<file path="config.mk">
export PLATFORM = sky130hd
export DESIGN_NAME = vdg_text_fetch
export DESIGN_NICKNAME = d
export VERILOG_FILES = /design/src/rtl/vdg_pkg.sv /design/src/rtl/vdg_raster_counter.sv /design/src/rtl/vdg_text_fetch.sv
export SDC_FILE = /design/constraint.sdc
export NUM_CORES = 1
export LEC_CHECK = 0
export BUFFER_PORTS_ARGS = -buffer_cell sky130_fd_sc_hd__buf_4
export CAP_MARGIN = 20
export CORE_MARGIN = 3
export CORE_UTILIZATION = 45
export DETAILED_ROUTE_END_ITERATION = 8
export PLACE_DENSITY = 0.77
export SYNTH_ARGS = -nofsm -noshare
export SYNTH_HDL_FRONTEND = slang
export SYNTH_SLANG_ARGS = --single-unit
export TNS_END_PERCENT = 30
</file>
<file path="constraint.sdc">
create_clock -name pixel_clock -period 2.6 [get_ports pixel_clock]
set_input_delay 0.13 -clock pixel_clock [delete_from_list [all_inputs] [get_ports pixel_clock]]
set_output_delay 0.13 -clock pixel_clock [all_outputs]
set_load 0.01 [all_outputs]
</file>
<file path="src/rtl/vdg_pkg.sv">
// Shared definitions for the text-mode video sequencer: display mode
// encodings, character-cell geometry, fetch-phase positions within a cell,
// counter widths and the cell-to-VRAM address helper.
package vdg_pkg;

  typedef enum logic {
    MODE_32 = 1'b0,   // 32 x 16 cells, 16 clocks x 24 lines
    MODE_64 = 1'b1    // 64 x 32 cells,  8 clocks x 12 lines
  } vdg_mode_e;

  localparam int unsigned ROW_LINES_32 = 24;
  localparam int unsigned ROW_LINES_64 = 12;
  localparam int unsigned CELL_CLKS_32 = 16;
  localparam int unsigned CELL_CLKS_64 = 8;

  // Positions within a cell, in clocks.
  localparam int unsigned PH_ADDR  = 0;  // vram_addr/vram_rd presented
  localparam int unsigned PH_LATCH = 1;  // char_code captured at the end of this clock
  localparam int unsigned PH_LOAD  = 5;  // character generator loads its ROM data

  localparam int unsigned H_CNT_W = 10;
  localparam int unsigned V_CNT_W = 9;
  localparam int unsigned ROW_W   = 5;
  localparam int unsigned LINE_W  = 5;
  localparam int unsigned PIX_W   = 4;
  localparam int unsigned CELL_AW = 11;

  // row*32+col or row*64+col built from shifts; only meaningful while
  // hpos is inside the active area.
  function automatic logic [CELL_AW-1:0] cell_addr(
    input vdg_mode_e          mode,
    input logic [ROW_W-1:0]   row,
    input logic [H_CNT_W-1:0] hpos
  );
    if (mode == MODE_64)
      return CELL_AW'({row, 6'b0}) | CELL_AW'(hpos >> 3);
    return CELL_AW'({row[3:0], 5'b0}) | CELL_AW'(hpos >> 4);
  endfunction

endpackage

</file>
<file path="src/rtl/vdg_raster_counter.sv">
// Raster timing for the text sequencer.
// Ports:
//   pixel_clock_i, reset_i   clock, asynchronous active-high reset
//   h_next_o                 horizontal position the next clock will show
//   line_wrap_o              the coming edge wraps h_count
//   frame_wrap_o             the coming edge wraps both h_count and v_count
//   active_next_o            active-area flag for the next clock
//   active_o                 registered active-area flag for this clock
//   hsync_o, vsync_o         registered active-high syncs
//   frame_start_o            registered pulse while h_count==0 && v_count==0
module vdg_raster_counter
  import vdg_pkg::*;
#(
  parameter int unsigned H_ACTIVE     = 512,
  parameter int unsigned H_TOTAL      = 640,
  parameter int unsigned H_SYNC_START = 544,
  parameter int unsigned H_SYNC_LEN   = 48,
  parameter int unsigned V_ACTIVE     = 384,
  parameter int unsigned V_TOTAL      = 420,
  parameter int unsigned V_SYNC_START = 400,
  parameter int unsigned V_SYNC_LEN   = 4
) (
  input  logic               pixel_clock_i,
  input  logic               reset_i,
  output logic [H_CNT_W-1:0] h_next_o,
  output logic               line_wrap_o,
  output logic               frame_wrap_o,
  output logic               active_next_o,
  output logic               active_o,
  output logic               hsync_o,
  output logic               vsync_o,
  output logic               frame_start_o
);

  logic               run_q;
  logic [H_CNT_W-1:0] h_q, h_d;
  logic [V_CNT_W-1:0] v_q, v_d;
  logic               active_q, active_d;
  logic               hsync_q, hsync_d;
  logic               vsync_q, vsync_d;
  logic               fstart_q, fstart_d;
  logic               line_wrap, frame_wrap;

  // The first edge after reset holds the counters at 0/0 so that every
  // registered decode (including frame_start) is presented for position
  // 0/0 on the first clock after release; counting starts on the next edge.
  always_comb begin
    line_wrap  = run_q && (h_q == H_CNT_W'(H_TOTAL - 1));
    frame_wrap = line_wrap && (v_q == V_CNT_W'(V_TOTAL - 1));
    h_d        = h_q;
    v_d        = v_q;
    if (run_q) begin
      h_d = line_wrap ? '0 : h_q + H_CNT_W'(1);
      if (line_wrap)
        v_d = frame_wrap ? '0 : v_q + V_CNT_W'(1);
    end
    active_d = (h_d < H_CNT_W'(H_ACTIVE)) && (v_d < V_CNT_W'(V_ACTIVE));
    hsync_d  = (h_d >= H_CNT_W'(H_SYNC_START)) &&
               (h_d <  H_CNT_W'(H_SYNC_START + H_SYNC_LEN));
    vsync_d  = (v_d >= V_CNT_W'(V_SYNC_START)) &&
               (v_d <  V_CNT_W'(V_SYNC_START + V_SYNC_LEN));
    fstart_d = (h_d == '0) && (v_d == '0);
  end

  always_ff @(posedge pixel_clock_i or posedge reset_i) begin
    if (reset_i) begin
      run_q    <= 1'b0;
      h_q      <= '0;
      v_q      <= '0;
      active_q <= 1'b0;
      hsync_q  <= 1'b0;
      vsync_q  <= 1'b0;
      fstart_q <= 1'b0;
    end else begin
      run_q    <= 1'b1;
      h_q      <= h_d;
      v_q      <= v_d;
      active_q <= active_d;
      hsync_q  <= hsync_d;
      vsync_q  <= vsync_d;
      fstart_q <= fstart_d;
    end
  end

  assign h_next_o      = h_d;
  assign line_wrap_o   = line_wrap;
  assign frame_wrap_o  = frame_wrap;
  assign active_next_o = active_d;
  assign active_o      = active_q;
  assign hsync_o       = hsync_q;
  assign vsync_o       = vsync_q;
  assign frame_start_o = fstart_q;

endmodule

</file>
<file path="src/rtl/vdg_text_fetch.sv">
// Text-mode video sequencer feeding the character generator: runs the
// raster, fetches one character code per active cell from video RAM and
// presents char_code/subchar_line/subchar_pixel to the generator.
// Ports:
//   pixel_clock, reset       clock, asynchronous active-high reset
//   width_64_req             requested mode (1: 64x32, 0: 32x16)
//   vram_addr, vram_rd       registered RAM read address and strobe
//   vram_data                RAM data, valid one clock after vram_rd
//   char_code                latched character code
//   subchar_line             line within the character row
//   subchar_pixel            clock position within the cell
//   width_64                 mode in effect for the current frame
//   hsync, vsync             active-high syncs
//   de                       display enable aligned to generator pixel_on
//   frame_start              one-clock pulse at frame position 0/0
module vdg_text_fetch
  import vdg_pkg::*;
#(
  parameter int unsigned H_ACTIVE     = 512,
  parameter int unsigned H_TOTAL      = 640,
  parameter int unsigned H_SYNC_START = 544,
  parameter int unsigned H_SYNC_LEN   = 48,
  parameter int unsigned V_ACTIVE     = 384,
  parameter int unsigned V_TOTAL      = 420,
  parameter int unsigned V_SYNC_START = 400,
  parameter int unsigned V_SYNC_LEN   = 4,
  parameter int unsigned VRAM_AW      = 11,
  parameter int unsigned DE_DELAY     = PH_LOAD + 1
) (
  input  logic               pixel_clock,
  input  logic               reset,
  input  logic               width_64_req,
  output logic [VRAM_AW-1:0] vram_addr,
  output logic               vram_rd,
  input  logic [7:0]         vram_data,
  output logic [7:0]         char_code,
  output logic [4:0]         subchar_line,
  output logic [3:0]         subchar_pixel,
  output logic               width_64,
  output logic               hsync,
  output logic               vsync,
  output logic               de,
  output logic               frame_start
);

  logic [H_CNT_W-1:0] h_next;
  logic               line_wrap, frame_wrap;
  logic               active_next, active_q;

  vdg_raster_counter #(
    .H_ACTIVE     (H_ACTIVE),
    .H_TOTAL      (H_TOTAL),
    .H_SYNC_START (H_SYNC_START),
    .H_SYNC_LEN   (H_SYNC_LEN),
    .V_ACTIVE     (V_ACTIVE),
    .V_TOTAL      (V_TOTAL),
    .V_SYNC_START (V_SYNC_START),
    .V_SYNC_LEN   (V_SYNC_LEN)
  ) u_raster (
    .pixel_clock_i (pixel_clock),
    .reset_i       (reset),
    .h_next_o      (h_next),
    .line_wrap_o   (line_wrap),
    .frame_wrap_o  (frame_wrap),
    .active_next_o (active_next),
    .active_o      (active_q),
    .hsync_o       (hsync),
    .vsync_o       (vsync),
    .frame_start_o (frame_start)
  );

  vdg_mode_e             mode_q, mode_d;
  logic [LINE_W-1:0]     line_q, line_d, last_line;
  logic [ROW_W-1:0]      row_q, row_d;
  logic [PIX_W-1:0]      pix_q, pix_d;
  logic [VRAM_AW-1:0]    addr_q, addr_d;
  logic                  rd_q, rd_d;
  logic [7:0]            char_q, char_d;
  logic [DE_DELAY-1:0]   de_sr_q, de_sr_d;

  // All per-cell outputs are computed from the next raster position so
  // they register in step with the counters.
  always_comb begin
    mode_d    = frame_wrap ? vdg_mode_e'(width_64_req) : mode_q;
    last_line = (mode_q == MODE_64) ? LINE_W'(ROW_LINES_64 - 1)
                                    : LINE_W'(ROW_LINES_32 - 1);
    line_d    = line_q;
    row_d     = row_q;
    if (frame_wrap) begin
      line_d = '0;
      row_d  = '0;
    end else if (line_wrap) begin
      if (line_q == last_line) begin
        line_d = '0;
        row_d  = row_q + ROW_W'(1);
      end else begin
        line_d = line_q + LINE_W'(1);
      end
    end

    pix_d  = (mode_d == MODE_64) ? PIX_W'(h_next & H_CNT_W'(CELL_CLKS_64 - 1))
                                 : PIX_W'(h_next & H_CNT_W'(CELL_CLKS_32 - 1));
    rd_d   = active_next && (pix_d == PIX_W'(PH_ADDR));
    addr_d = rd_d ? VRAM_AW'(cell_addr(mode_d, row_d, h_next)) : addr_q;

    // RAM data for the cell arrives during its latch clock.
    char_d  = (active_q && (pix_q == PIX_W'(PH_LATCH))) ? vram_data : char_q;
    de_sr_d = (de_sr_q << 1) | DE_DELAY'(active_q);
  end

  always_ff @(posedge pixel_clock or posedge reset) begin
    if (reset) begin
      mode_q  <= MODE_32;
      line_q  <= '0;
      row_q   <= '0;
      pix_q   <= '0;
      addr_q  <= '0;
      rd_q    <= 1'b0;
      char_q  <= '0;
      de_sr_q <= '0;
    end else begin
      mode_q  <= mode_d;
      line_q  <= line_d;
      row_q   <= row_d;
      pix_q   <= pix_d;
      addr_q  <= addr_d;
      rd_q    <= rd_d;
      char_q  <= char_d;
      de_sr_q <= de_sr_d;
    end
  end

  assign vram_addr     = addr_q;
  assign vram_rd       = rd_q;
  assign char_code     = char_q;
  assign subchar_line  = line_q;
  assign subchar_pixel = pix_q;
  assign width_64      = (mode_q == MODE_64);
  assign de            = de_sr_q[DE_DELAY-1];

endmodule
</file>
==> metrics.md <==
| Metric | Value |
|---|---|
| Status | `finished, final reports clean` |
| Top_reg_cell synth | `dfrtp_1` |
| Relative slew margins | `53.5%` |
| Top-area cell type share of the netlist area | `48.9%` |
| Psw | `1020 uW` |
| Final net count | `365` |
| Placed cells | `428` |
| H-tree lvl count | `3` |
| Setup violators final | `0` |
| Worst Hold End | `char_code[2]` |
| Hold WC Path Type | `primary input to flop` |
| Max Cap Viol | `0` |
| Final antenna-violating net count | `0` |
| Multi-input logic area | `1540 um2` |
| CP peak stage delay | `460 ps` |
| Fraction of layout cells with a size suffix above 1 | `33.9%` |
| Clock power share | `33.3%` |
| R2r startpoint | `u_raster.h_q[8]` |
| Die area | `8100 um2` |
| FFs w/ async S/R, synth | `100%` |
| Post-synthesis area per instance | `10.9 um2` |
| Setup TNS | `0 ps` |
| Finished Core Util | `61.5%` |
| Final clock skew | `6.03 ps` |
| Port buffer count | `44` |
| F_max | `400 MHz` |
| Vias | `2457` |
| Number of global-route vias before repair | `2336` |
| Crit path cell chain | `nand4bb_2 -> nor3_4 -> buf_4 -> nand2_1 -> xnor2_1 -> a211oi_4 -> buf_12 -> mux2_1` |
| Die X | `90.0 um` |
| GRT Total Usage | `17.4%` |
| Critical hold path startpoint | `vram_data[2]` |
| CP bufs+invs | `2` |
| Longest Clk Path Bufs | `2` |
| GP Congestion | `0.861` |
| Setup CP Type | `flop to flop` |
| Delay-heaviest family, CP | `simple AND/OR/NAND/NOR gates` |
| Worst Setup SP | `u_raster.h_q[8]` |
| Ys Warns | `0` |
| Via/cell ratio | `5.50` |
| Design Power | `3440 uW` |
| First-pass GRT wire length | `11500 um` |
| Internal power | `2420 uW` |
| Sequential cell area | `1550 um2` |
| Worst slew pin tran | `696 ps` |
| Lkg Pwr | `0.00192 uW` |
| Area growth syn-to-layout | `27.9%` |
| Initial core utilization | `48.1%` |
| Core area | `6600 um2` |
| Post-synth top cells | `62 x dfrtp_1, 21 x nand2_1, 20 x inv_1` |
| Final min period | `2500 ps` |
| Startpoint types | `flop` |
| Total stage count of the critical path | `8` |
| IO Count | `45` |
| Final Non-Filler Cells | `447` |
| Clock Pin Slew Worst Setup and Hold Paths | `70 ps` |
| Yosys cell types | `61` |
| Total wire length | `7170 um` |
| Placed inst area | `3660 um2` |
| Cell area after layout | `4060 um2` |
| CTS sink count | `62` |
| Final Cycle Share | `96.2%` |
| Post-synth EDFFs | `0` |
| Hold path depth | `2` |
| Nature of the critical path endpoint | `flop` |
| Reg-to-reg endpoint | `vram_addr[8]` |
| Worst Path Max Fanout | `12` |
| Fin. Hold Viols | `0` |
| Clock Tree Root | `clkbuf_8` |
| Height of the die | `90.0 um` |
| WL/cell | `16.0 um` |
| Clock Latency Late Sink | `350 ps` |
| Antenna diode count | `0` |
| Reg2reg path depth | `8` |
| Gate power share | `30.0%` |
| Sw Share | `29.6%` |
| Pins Over Slew Limit | `0` |
| Drt drc | `0` |
| Seq pwr share | `36.7%` |
| Largest net degree at the start of global routing | `33` |
| CTS Buf Count | `9` |
| Cell type with the largest total area after synthesis | `dfrtp_1` |
| Total gr overflow | `0` |
| CP arrival | `2730 ps` |
| Fillers | `546` |
| Cell Pwr Density | `846 nW/um2` |
| Initial antenna violation count | `0` |
| First drt pass iteration count | `4` |
| CTS tree | `done` |
| FF+latch count, synth | `62` |
| Worst VDD drop | `0.619 mV` |
| Worst Path Required | `2830 ps` |
| Synthesized instance count | `292` |
| Synthesized area | `3180 um2` |
| Most frequent cell after synthesis | `dfrtp_1` |
| DR iter-0 viols | `205` |
| Sequential fraction of the synthesis area | `48.9%` |
| Hpwl dp | `4730 um` |
| Row count | `29` |
| Area contributors post-synth | `dfrtp_1 49%, mux2_4 3.8%, mux2_2 3.5%` |
| Syn_nets | `308` |
| Critical path's slowest cell | `dfrtp_1` |
| R2R setup slack | `100 ps` |
[final cells by class]
cell class | instances | share of cell area (%)
Sequential cell | 62 | 38.2
Multi-Input combinational cell | 192 | 37.8
Timing Repair Buffer | 64 | 12.6
Clock buffer | 10 | 3.39
Clock inverter | 6 | 3.27
Tap cell | 93 | 2.87
Inverter | 20 | 1.85
[cells by family after synthesis]
family	synth area share, %
simple gates	16.2
flops	48.9
compound gates	11.7
buf+inv	5.87
mux	12.0
xor+xnor	3.31
fa+ha+maj	1.97
other cells	0.118
[state kept, by name, summed over array words and instances (netlist names)]
register,count
u_raster.h_q,10
row_q,5
char_code,8
u_raster.vsync_o,1
u_raster.hsync_o,1
de_sr_q,6
u_raster.v_q,9
u_raster.run_q,1
vram_addr,11
subchar_pixel,1
subchar_line,5
vram_rd,1
u_raster.frame_start_o,1
u_raster.active_o,1
width_64,1
[worst max path at each step]
stage	endpoint	slack [ps]
floorplan	vram_addr[0]	150
global placement	vram_addr[10]	110
detailed placement	vram_addr[8]	30
CTS	vram_addr[8]	4
global route	vram_addr[8]	-40
finish	vram_addr[8]	100
[power groups by stage]
stage / Clock (uW) / Combinational [uW] / Sequential, uW
2_1_floorplan: 0 / 573 / 1300
4_1_cts: 1160 / 992 / 1240
3_3_place_gp: 0 / 969 / 1250
5_1_grt: 1200 / 1110 / 1290
6_report: 1150 / 1030 / 1260
3_5_place_dp: 0 / 985 / 1260
[stage by stage]
stage          worst slack [ps]  hold WS, ps
2_1_floorplan               146          282
5_1_grt                   -44.1         7.65
6_report                   99.2         8.55
3_5_place_dp               26.4          300
4_1_cts                    4.18         3.37
3_3_place_gp                112          275
[metal layers]
layer / GRT usage (%) / wire length, um / vias up
li1: - / - / 1165
met4: 7.53 / 169 / 0
met2: 27.2 / 3360 / 85
met5: 0 / 0 / -
met1: 23.2 / 3210 / 1186
met3: 4.17 / 435 / 21
[layout by cell type, fill, tap and decap left out, types with 3 or more instances in the layout]
master	count
mux2_2	10
mux2i_1	9
nand3_1	16
a41oi_1	3
buf_4	60
nor4bb_1	3
clkbuf_8	10
nand2_1	21
dfrtp_1	61
and3_1	5
o31ai_1	3
nor2_1	12
xor2_1	4
nor4_1	4
xnor2_1	8
bufinv_16	4
a21oi_1	7
inv_1	19
ha_1	4
nor3_1	3
o21ai_0	12
mux2_4	8
nand4_1	5
[repair_timing]
| action | 4_1_cts | 5_1_grt |
|---|---|---|
| hold endpoints to repair | 31 | 0 |
| endpoints found under the setup margin | 0 | 12 |
| hold buffers | 1 | 0 |
| resized for setup | 0 | 19 |
| buffers inserted | 0 | 1 |
(Power assumes the default switching activity.)
